File: config.mk
export PLATFORM = sky130hd
export DESIGN_NAME = cache_arbiter
export DESIGN_NICKNAME = d
export VERILOG_FILES = /design/src/rtl/cache_arb_pkg.sv /design/src/rtl/cache_arbiter_pick.sv /design/src/rtl/cache_arbiter.sv
export SDC_FILE = /design/constraint.sdc
export NUM_CORES = 1
export LEC_CHECK = 0
export CORE_MARGIN = 5
export CORE_UTILIZATION = 46
export DETAILED_ROUTE_END_ITERATION = 10
export GPL_TIMING_DRIVEN = 0
export PLACE_DENSITY = 0.85
export SYNTH_ARGS = -nofsm -noshare
export SYNTH_HDL_FRONTEND = slang
export SYNTH_HIERARCHICAL = 1
export SYNTH_SLANG_ARGS = --single-unit
export TNS_END_PERCENT = 5
File: constraint.sdc
create_clock -name clk -period 9.82 [get_ports clk]
set_input_delay 0.982 -clock clk [delete_from_list [all_inputs] [get_ports clk]]
set_output_delay 0.982 -clock clk [all_outputs]
set_load 0.01 [all_outputs]
File: src/rtl/cache_arb_pkg.sv
// Shared types for the cache front-end arbiter: FSM states, port identifiers, counter width.
// Optional round-robin tie-break is selected with the ARB_ROUND_ROBIN_EN macro.
package cache_arb_pkg;

  typedef enum logic [1:0] {
    IDLE,
    BUSY,
    RESP
  } arb_state_t;

  typedef enum logic {
    PORT_I,
    PORT_D
  } arb_port_t;

  localparam int WAIT_W = 16;

endpackage

File: src/rtl/cache_arbiter_pick.sv
// Combinational winner selection between the I and D request ports.
// ARB_ROUND_ROBIN_EN defined: ties go to the port not granted last; otherwise D wins ties.
module arb_pick
  import cache_arb_pkg::*;
(
  input  logic      i_req,
  input  logic      d_req,
  input  arb_port_t last_grant,
  output logic      grant_valid,
  output arb_port_t grant_port
);

  always_comb begin
    grant_valid = i_req | d_req;
    grant_port  = PORT_D;
    if (i_req && !d_req) begin
      grant_port = PORT_I;
    end
`ifdef ARB_ROUND_ROBIN_EN
    else if (i_req && d_req && (last_grant == PORT_D)) begin
      grant_port = PORT_I;
    end
`endif
  end

`ifndef ARB_ROUND_ROBIN_EN
  // Fixed priority ignores history; the port exists so both builds share one interface.
  logic unused_last_grant;
  assign unused_last_grant = (last_grant == PORT_D);
`endif

endmodule

File: src/rtl/cache_arbiter.sv
// Merges the I-fetch and D ports onto the single cache CPU port, one transaction at a time.
// Build option ARB_ROUND_ROBIN_EN switches tie-breaking from fixed D priority to round-robin.
module cache_arbiter
  import cache_arb_pkg::*;
#(
  parameter int AW       = 32,
  parameter int DW       = 32,
  parameter int MAX_WAIT = 1024
) (
  input  logic              clk,
  input  logic              reset,
  input  logic              i_req,
  input  logic [AW-1:0]     i_addr,
  output logic              i_done,
  output logic [DW-1:0]     i_rdata,
  input  logic              d_req,
  input  logic              d_write,
  input  logic [AW-1:0]     d_addr,
  input  logic [DW-1:0]     d_wdata,
  output logic              d_done,
  output logic [DW-1:0]     d_rdata,
  output logic              c_ready,
  output logic              c_write,
  output logic [AW-1:0]     c_addr,
  output logic [DW-1:0]     c_data,
  input  logic              c_hit,
  input  logic [DW-1:0]     c_out,
  output logic [WAIT_W-1:0] wait_cnt,
  output logic              timeout
);

  localparam logic [WAIT_W-1:0] MAX_WAIT_W = WAIT_W'(MAX_WAIT);

  arb_state_t        state_q, state_d;
  arb_port_t         owner_q, owner_d;
  logic              c_write_q, c_write_d;
  logic [AW-1:0]     c_addr_q, c_addr_d;
  logic [DW-1:0]     c_data_q, c_data_d;
  logic              i_done_q, i_done_d;
  logic              d_done_q, d_done_d;
  logic [DW-1:0]     i_rdata_q, i_rdata_d;
  logic [DW-1:0]     d_rdata_q, d_rdata_d;
  logic [WAIT_W-1:0] wait_cnt_q, wait_cnt_d;
  logic              timeout_q, timeout_d;

  logic      grant_valid;
  arb_port_t grant_port;
  arb_port_t last_grant;

`ifdef ARB_ROUND_ROBIN_EN
  arb_port_t last_grant_q, last_grant_d;

  always_comb begin
    last_grant_d = last_grant_q;
    if ((state_q == IDLE) && grant_valid) begin
      last_grant_d = grant_port;
    end
  end

  always_ff @(posedge clk or posedge reset) begin
    if (reset) begin
      last_grant_q <= PORT_I;
    end else begin
      last_grant_q <= last_grant_d;
    end
  end

  assign last_grant = last_grant_q;
`else
  assign last_grant = PORT_I;
`endif

  arb_pick u_pick (
    .i_req       (i_req),
    .d_req       (d_req),
    .last_grant  (last_grant),
    .grant_valid (grant_valid),
    .grant_port  (grant_port)
  );

  always_comb begin
    state_d    = state_q;
    owner_d    = owner_q;
    c_write_d  = c_write_q;
    c_addr_d   = c_addr_q;
    c_data_d   = c_data_q;
    i_rdata_d  = i_rdata_q;
    d_rdata_d  = d_rdata_q;
    wait_cnt_d = wait_cnt_q;
    timeout_d  = timeout_q;
    i_done_d   = 1'b0;
    d_done_d   = 1'b0;

    case (state_q)
      IDLE: begin
        if (grant_valid) begin
          state_d = BUSY;
          owner_d = grant_port;
          if (grant_port == PORT_D) begin
            c_write_d = d_write;
            c_addr_d  = d_addr;
            c_data_d  = d_wdata;
          end else begin
            c_write_d = 1'b0;
            c_addr_d  = i_addr;
            c_data_d  = '0;
          end
        end
      end
      BUSY: begin
        if (wait_cnt_q != '1) begin
          wait_cnt_d = wait_cnt_q + 1'b1;
        end
        // Only a cycle that ends without a hit counts towards the timeout.
        if (!c_hit && (wait_cnt_d >= MAX_WAIT_W)) begin
          timeout_d = 1'b1;
        end
        if (c_hit) begin
          state_d = RESP;
          if (owner_q == PORT_D) begin
            d_rdata_d = c_out;
            d_done_d  = 1'b1;
          end else begin
            i_rdata_d = c_out;
            i_done_d  = 1'b1;
          end
        end
      end
      RESP: begin
        // No grant here, so a requester can swap in its next address this cycle.
        state_d    = IDLE;
        wait_cnt_d = '0;
      end
      default: begin
        state_d = IDLE;
      end
    endcase
  end

  always_ff @(posedge clk or posedge reset) begin
    if (reset) begin
      state_q    <= IDLE;
      owner_q    <= PORT_I;
      c_write_q  <= 1'b0;
      c_addr_q   <= '0;
      c_data_q   <= '0;
      i_done_q   <= 1'b0;
      d_done_q   <= 1'b0;
      i_rdata_q  <= '0;
      d_rdata_q  <= '0;
      wait_cnt_q <= '0;
      timeout_q  <= 1'b0;
    end else begin
      state_q    <= state_d;
      owner_q    <= owner_d;
      c_write_q  <= c_write_d;
      c_addr_q   <= c_addr_d;
      c_data_q   <= c_data_d;
      i_done_q   <= i_done_d;
      d_done_q   <= d_done_d;
      i_rdata_q  <= i_rdata_d;
      d_rdata_q  <= d_rdata_d;
      wait_cnt_q <= wait_cnt_d;
      timeout_q  <= timeout_d;
    end
  end

  assign c_ready  = (state_q == BUSY);
  assign c_write  = c_write_q;
  assign c_addr   = c_addr_q;
  assign c_data   = c_data_q;
  assign i_done   = i_done_q;
  assign d_done   = d_done_q;
  assign i_rdata  = i_rdata_q;
  assign d_rdata  = d_rdata_q;
  assign wait_cnt = wait_cnt_q;
  assign timeout  = timeout_q;

endmodule
-- Yosys cells after proc, flatten, opt, wreduce, memory -nomap -nowiden
Cells that the tools add are included.
- flip-flop bits (word level): 151
- output and inout bits: 149
- add/subtract/negate cells: 1
- magnitude comparators: 1
- equal/unequal tests: 5
- muxes and demuxes: 16
- bitwise logic cells: 2
- reduce and logical (&&, ||, !) cells: 11
- operators by type and width (cell ; number):
    $mux 32 ; 2
    $mux 16 ; 2
    $pmux 16 s2 ; 1
    $add 16x1->16 const B ; 1
    $ge 16x11->1 const B ; 1
    $ne 16x16->1 const B ; 1
    $mux 1 ; 8
    $reduce_and 2->1 ; 3
    $reduce_and 3->1 ; 2
    $mux 2 ; 2
    $pmux 2 s2 ; 1
    $eq 2x1->1 const B ; 1
    $eq 2x2->1 const B ; 1
    $logic_and 1x1->1 ; 2
    $logic_not 1->1 ; 2
    $logic_not 2->1 ; 1
    $ne 2x1->1 const B ; 1
    $ne 2x2->1 const B ; 1
    $reduce_bool 2->1 ; 1
    $not 1->1 ; 1
    $or 1x1->1 ; 1

-- Longest topological paths before layout
Gate-level depths: netlist (run 1).
- depth in word-level cells: 6
- mapped depth: 7

-- Cells and area by module
The synthesis (run 1) kept the hierarchy.
- modules (own cells, without submodules) (module ; instances ; cells an instance ; area an instance (um2)):
    cache_arbiter ; 1 ; 634 ; 6421.2
    arb_pick ; 1 ; 2 ; 12.5

-- Least setup slack after synthesis (run 1)
Ideal clock, no wire load.
- path type: input -> register
- from: in d_req
- to: reg c_addr_q[27], in the netlist c_addr[27]
- library setup time: 135 ps
- arrival time: 2068 ps
- required time: 9685 ps
- path slack: 7617 ps
- stages: 6
- path buffers: 3
- cell sequence: nand2b_1 -> clkbuf_1 -> buf_2 -> buf_1 -> mux2i_1 -> o21ai_0
- longest elaborated chain between the ends: 3
- elaborated cells on any way between the ends: 5
- classes of those cells: mux (1); bitwise (1); reduce/logical (3)
- ends and longest elaborated chain (element ; RTL line ; source):
    start: declaration ; cache_arbiter.sv:16 ; input logic d_req,
    $logic_not 1->1 ; cache_arbiter_pick.sv:16 ; if (i_req && !d_req) begin
    $logic_and 1x1->1 ; cache_arbiter_pick.sv:16 ;
    $mux 32 ; cache_arbiter.sv:99 ; if (grant_port == PORT_D) begin
    end signal: assignment ; cache_arbiter.sv:157 ; c_addr_q <= c_addr_d;
    end: declaration ; cache_arbiter.sv:37 ; logic [AW-1:0] c_addr_q, c_addr_d;
Several ways; a longest one is shown, not always the timed one.
A chain may end at the register's enable or synchronous reset.

-- Final worst setup path (run 1)
- from: reg state_q[1]
- to: out c_ready
- longest elaborated chain between the ends: 1
- ends and longest elaborated chain (element ; RTL line ; source):
    start: declaration ; cache_arbiter.sv:34 ; arb_state_t state_q, state_d;
    start signal: assignment ; cache_arbiter.sv:154 ; state_q <= state_d;
    $eq 2x1->1 ; cache_arbiter.sv:168 ; assign c_ready = (state_q == BUSY);
    end: declaration ; cache_arbiter.sv:22 ; output logic c_ready,
No other way between the ends.

==> metrics.md, run 1 <==
| Metric | Value |
|---|---|
| P_leak | `4.667 nW` |
| Largest net degree at the start of global routing | `slightly above 90` |
| Sequential power share | `about a third` |
| Worst R2R Path Depth | `6` |
| Iter 0 DRT Violations | `approximately 480` |
| CTS tree | `done` |
| Area grow syn2layout | `56.84%` |
| Htree depth | `4` |
| Commonest non-fill, non-tap cells in the layout | `282 x clkdlybuf4s50_1, 208 x nand2_1, 151 x dfrtp_1, 41 x o21ai_0, 39 x nand3_1` |
| Cell Area, Placed | `~9500 µm²` |
| CP startpoint kind | `flop` |
| Net Switching | `approximately 1.1 mW` |
| Endpoints failing setup | `0` |
| Buffers added on ports | `282` |
| Vias per inst | `between 5 and 6` |
| Cell area after synthesis | `6430 µm²` |
| Fmax | `roughly 360 MHz` |
| Post-Route WL | `20360 µm` |
| First-pass GRT wire length | `roughly 32000 µm` |
| Critical Path Sink Type | `primary output` |
| WHS Path Cells | `2` |
| Routability Congestion | `about 0.85` |
| Max Cap Viol | `0` |
| Worst EP arrival | `~1.8 ns` |
| CTS Hold Buffers Added | `0` |
| WL per Instance | `roughly 18 µm` |
| TritonCTS Buffers | `17` |
| Mapped Nets | `roughly 770` |
| Clock Latency Late Sink | `around 0.43 ns` |
| Layout cells sized above 1 | `around 7.6%` |
| Antenna-violating nets left | `0` |
| Crit share post-route | `about 28%` |
| Vias in the first global route | `6148` |
| Worst vdd ir | `~160 µV` |
| Final core occ | `73.22%` |
| Crit-path max FO | `5` |
| Root Driver | `clkbuf_16` |
| Diodes inserted | `0` |
| Internal Pwr Total | `between 1.5 and 2 mW` |
| RSZ-0062 raised after global routing | `no` |
| Worst EP required | `8.84 ns` |
| CP Class | `flop to primary output` |
| Final Cell Area | `10080 µm²` |
| # IOs | `between 200 and 300` |
| Syn Inst Count | `about 640` |
| PwrDens | `301.7 nW/µm²` |
| WL met1 | `~7500 µm` |
| Gate power share | `~45%` |
| # DRC | `0` |
| Total of warnings raised by yosys | `6` |
| Total negative slack | `0 ns` |
| Die width | `between 100 and 150 µm` |
| Clock Tree Buf Depth | `2` |
| GR Util All Layers | `approximately a quarter` |
| Slew @ Worst Pin | `roughly 0.74 ns` |
| Clock Skews | `~0.011 ns` |
| TritonCTS sink count | `between 150 and 200` |
| Grt ovf | `0` |
| Initial Utilization | `between 40% and 50%` |
| Die ar. | `between 15000 and 20000 µm²` |
| Commonest non-fill, non-tap cell in the layout | `clkdlybuf4s50_1` |
| Fin nets | `approximately 1100` |
| PostCTS Resize Cnt | `0` |
| Syn Area/Cell | `10.13 µm²` |
| Worst reg2reg setup slack | `around 7.8 ns` |
| Initial antenna violation count | `0` |
| Final Critical Period | `around 2.8 ns` |
| WL met2 | `just over 10000 µm` |
| Core Rows | `43` |
| DRT Pass-1 Iters | `6` |
| Fin. max-slew vios | `0` |
| Status | `finished, final reports clean` |
| Top layer in use | `met4` |
| Clk slew on worst S/H paths | `0.06 ns` |
| Clock Power Share | `around a fifth` |
| Die Span Y | `roughly 130 µm` |
| Via count | `between 5000 and 6000` |
| Hold crit path type | `flop to flop` |
| Switching Fraction | `about a third` |
| Hold Vio Cnt, Final | `0` |
| Buffer count from post-CTS setup fixing | `0` |
| DP Wirelength | `between 10000 and 15000 µm` |
| Length of routed met3 wiring | `between 1500 and 2000 µm` |
| Core area | `13770 µm²` |
| Slew HR | `about half` |
## power by group through the flow
stage	Combinational, mW	Sequential (mW)	Clock, mW
finish	1.35	1.06	0.633
global route	1.47	1.09	0.667
CTS	1.37	1.05	0.642
detailed placement	1.36	1.06	0
global placement	1.33	1.04	0
floorplan	0.460	1.17	0
## flip-flops by register name (all words and copies together), names as in the netlist
name      flops
i_done        1
i_rdata      32
d_done        1
wait_cnt     16
c_addr       32
state_q       2
c_write       1
owner_q       1
c_data       32
timeout       1
d_rdata      32
## routing by layer
layer | global-route usage (%) | vias up
li1 | - | 2746
met1 | 28.91 | 2782
met2 | 42.60 | 256
met3 | 8.250 | 51
met4 | 11.49 | 0
met5 | 0 | -
## path summary, 6_finish.rpt
| path | from | end |
|---|---|---|
| min | c_data[28] | c_data[28] |
| min reg2reg | c_data[28] | c_data[28] |
| min in group asynchronous | reset | d_rdata[10] |
| max | state_q[1] | c_ready |
| max in group asynchronous | reset | c_data[25] |
| max reg2reg | wait_cnt[12] | timeout |
## final cells by class
| cell class | count | area [µm²] |
|---|---|---|
| Inverter | 7 | 31.28 |
| Tap cell | 180 | 225.2 |
| Clock buffer | 21 | 480.5 |
| Fill cell | 1058 | 3689 |
| Timing Repair Buffer | 283 | 2850 |
| Sequential cell | 151 | 3779 |
| Clock inverter | 10 | 93.84 |
| Multi-Input combinational cell | 440 | 2476 |
| Buffer | 37 | 148.9 |
## stage by stage
| step | hold WS, ns | std cells | power (mW) | setup WS, ns |
|---|---|---|---|---|
| 5_1_grt | 0.4861 | 1129 | 3.227 | 6.972 |
| 6_report | 0.4639 | 1129 | 3.043 | 7.059 |
| 3_3_place_gp | 0.4486 | 1097 | 2.367 | 2.644 |
| 4_1_cts | 0.4686 | 1129 | 3.070 | 7.033 |
| 2_1_floorplan | 0.4601 | 635 | 1.627 | 4.773 |
| 3_5_place_dp | 0.4555 | 1098 | 2.415 | 6.744 |
## worst max-delay path, stage by stage, from the launching register on
cell and delay, ns:
dfrtp_1 0.40, inv_1 0.11, ha_1 0.25, clkdlybuf4s50_1 0.60
No activity file was read; power rests on OpenSTA's default activity.
==> run 2, diff against run 1 <==
--- a/config.mk
+++ b/config.mk
@@ -6,10 +6,10 @@
 export NUM_CORES = 1
 export LEC_CHECK = 0
 export CORE_MARGIN = 5
-export CORE_UTILIZATION = 46
+export CORE_UTILIZATION = 38
 export DETAILED_ROUTE_END_ITERATION = 10
 export GPL_TIMING_DRIVEN = 0
-export PLACE_DENSITY = 0.85
+export PLACE_DENSITY = 0.75
 export SYNTH_ARGS = -nofsm -noshare
 export SYNTH_HDL_FRONTEND = slang
 export SYNTH_HIERARCHICAL = 1
==> constraint.sdc (replaced) <==
create_clock -name clk -period 2.3 [get_ports clk]
set_input_delay 0.23 -clock clk [delete_from_list [all_inputs] [get_ports clk]]
set_output_delay 0.23 -clock clk [all_outputs]
set_load 0.01 [all_outputs]
==> metrics.md, run 2 (same netlist as run 1, synthesis figures left out) <==
| Metric | Value |
|---|---|
| Sequential cell area | `3779 µm² (unchanged)` |
| Iter 0 DRT Violations | `208 (-56%)` |
| Vias in the first global route | `5760 (-6.3%)` |
| Critical Path Sink Type | `flop` |
| Fmax | `approximately 490 MHz` |
| Core Rows | `47 (+9.3%)` |
| DP Wirelength | `14630 µm (-2.2%)` |
| Final Critical Period | `between 2 and 2.5 ns` |
| Top layer in use | `met4` |
| Commonest non-fill, non-tap cells in the layout | `282 x clkdlybuf4s50_1, 208 x nand2_1, 151 x dfrtp_1, 41 x o21ai_0, 39 x nand3_1` |
| Area grow syn2layout | `58.07%` |
| WL met2 | `9400 µm (-9.4%)` |
| Die width | `140.1 µm (+9.2%)` |
| Die Span Y | `140.1 µm (+9.2%)` |
| DRT Pass-1 Iters | `6 (unchanged)` |
| Worst reg2reg setup slack | `0.27 ns (-7.49 ns)` |
| CP Class | `flop to flop` |
| Initial Utilization | `38.77% (-7.9 points)` |
| Status | `finished, final reports clean` |
| Fin. max-slew vios | `0 (unchanged)` |
| Placed cell count | `1140 (+3.8%)` |
| Fin nets | `1078 (+0.19%)` |
| Critical path origin | `state_q[1]` |
| Routability Congestion | `0.8654 (+2.3%)` |
| Reg2Reg Capture Point | `c_data[8]` |
| Hold crit path type | `input port to asynchronous set/reset pin` |
| Post-Route WL | `19000 µm (-6.7%)` |
| Largest net degree at the start of global routing | `42 (-54%)` |
| Worst EP arrival | `2.38 ns (+0.60 ns)` |
| PostCTS Resize Cnt | `0 (unchanged)` |
| TritonCTS Buffers | `17 (unchanged)` |
| Worst R2R Path Depth | `7 (+1)` |
| Clock Tree Buf Depth | `2 (unchanged)` |
| Endpoints failing setup | `0 (unchanged)` |
| Worst EP required | `2.65 ns (-6.19 ns)` |
| Die ar. | `19620 µm² (+19%)` |
| Hold Vio Cnt, Final | `0 (unchanged)` |
| Antenna-violating nets left | `0 (unchanged)` |
| CTS Hold Buffers Added | `0 (unchanged)` |
| WL per Instance | `16.21 µm (-10%)` |
| R2R Path Start | `state_q[1]` |
| Initial antenna violation count | `0 (unchanged)` |
| Root Driver | `clkbuf_16` |
| Htree depth | `4 (unchanged)` |
| Layout cells sized above 1 | `7.773% (+0.19 points)` |
| P_leak | `4.670 nW (about the same)` |
| GR Util All Layers | `19.10% (-6.1 points)` |
| RSZ-0062 raised after global routing | `no` |
| Diodes inserted | `0 (unchanged)` |
| Pwr Total | `12.86 mW (+320%)` |
| Clock Skews | `0.01327 ns (+0.002196 ns)` |
| Final core occ | `61.29% (-12 points)` |
| Crit share post-route | `between 80% and 90%` |
| FILL cells | `1457 (+38%)` |
| Layout Cells excl Fill | `1172 (+3.8%)` |
| Buffer count from post-CTS setup fixing | `0 (unchanged)` |
| WL met1 | `7446 µm (-0.93%)` |
| Length of routed met3 wiring | `1627 µm (-8.7%)` |
| # DRC | `0 (unchanged)` |
| Core area | `16580 µm² (+20%)` |
| First-pass GRT wire length | `30070 µm (-6.2%)` |
| Buffers added on ports | `282 (unchanged)` |
| Via count | `5709 (-2.2%)` |
| Vias per inst | `4.871 (-5.7%)` |
| Worst vdd ir | `601.5 µV (+290%)` |
| Commonest non-fill, non-tap cell in the layout | `clkdlybuf4s50_1` |
| Slew @ Worst Pin | `0.7730 ns (+0.03791 ns)` |
| Grt ovf | `0 (unchanged)` |
| Max Cap Viol | `0 (unchanged)` |
| Clock Latency Late Sink | `0.42 ns (about the same)` |
| Clk slew on worst S/H paths | `0.07 ns (about the same)` |
| Final hold slack | `0.3125 ns (-0.1513 ns)` |
| Multi-input logic area | `2476 µm² (unchanged)` |
| TritonCTS sink count | `151 (unchanged)` |
| CTS tree | `done` |
| Total negative slack | `0 ns (unchanged)` |
| Slew HR | `48.36% (-2.6 points)` |
| PwrDens | `1265 nW/µm² (+320%)` |
| CP startpoint kind | `flop` |
| Crit-path max FO | `10 (+5)` |
| # IOs | `283 (unchanged)` |
==> run 2: cell types whose count changed in the layout (fill, tap and decap cells not counted), sizes merged <==
cell and delta:
inv +2, clkinvlp +2, clkbuf -3, buf +2
==> run 2: final cells by class <==
cell class,count,share of cell area (%)
Inverter,7,0.2955
Sequential cell,151,37.18
Tap cell,220,2.708
Buffer,37,1.465
Timing Repair Buffer,285,28.36
Multi-Input combinational cell,440,24.36
Clock inverter,14,1.403
Clock buffer,18,4.223
==> run 2: metrics by stage <==
stage	setup slack, ns	instance area (µm²)
finish	0.2665	10160
global route	0.04515	10160
CTS	0.1932	10160
detailed placement	-0.1271	9592
global placement	-1.249	9532
floorplan	0.1670	6434
==> run 2: worst max-delay path, cell delays in order, from the launching register on <==
cell,delay (ns)
dfrtp_1,0.39
inv_1,0.09
ha_1,0.22
nand2_1,0.25
clkbuf_1,0.39
clkbuf_1,0.45
nand2_1,0.10
nand2_1,0.07
==> run 2: how the worst max path moves through the flow <==
stage | end | slack [ns] | depth (start not counted)
CTS | c_data[8] | 0.19 | 7
global placement | c_data[13] | -1.25 | 2
detailed placement | c_addr[27] | -0.13 | 7
global route | c_data[8] | 0.05 | 7
finish | c_data[8] | 0.27 | 7
floorplan | c_addr[0] | 0.17 | 1
==> run 2: per-layer routing <==
metal,vias up,track usage [%]
met1,2693,22.68
met4,0,7.343
met3,34,6.612
li1,2758,-
met5,-,0
met2,224,32.01
==> run 2: report_power, final <==
part | leakage [nW] | switching [mW] | total (mW) | internal [mW]
registers | 1.89 | 0.633 | 4.45 | 3.82
logic | 2.51 | 2.72 | 5.71 | 2.99
clock network | 0.269 | 1.18 | 2.70 | 1.52
total | 4.67 | 4.53 | 12.9 | 8.33
==> run 3, diff against run 2 <==
--- a/config.mk
+++ b/config.mk
@@ -5,6 +5,7 @@
 export SDC_FILE = /design/constraint.sdc
 export NUM_CORES = 1
 export LEC_CHECK = 0
+export ABC_CLOCK_PERIOD_IN_PS = 2300
 export CORE_MARGIN = 5
 export CORE_UTILIZATION = 38
 export DETAILED_ROUTE_END_ITERATION = 10
==> results of run 3 <==
No change in the layout: final DEF, timing and power equal those of run 2.
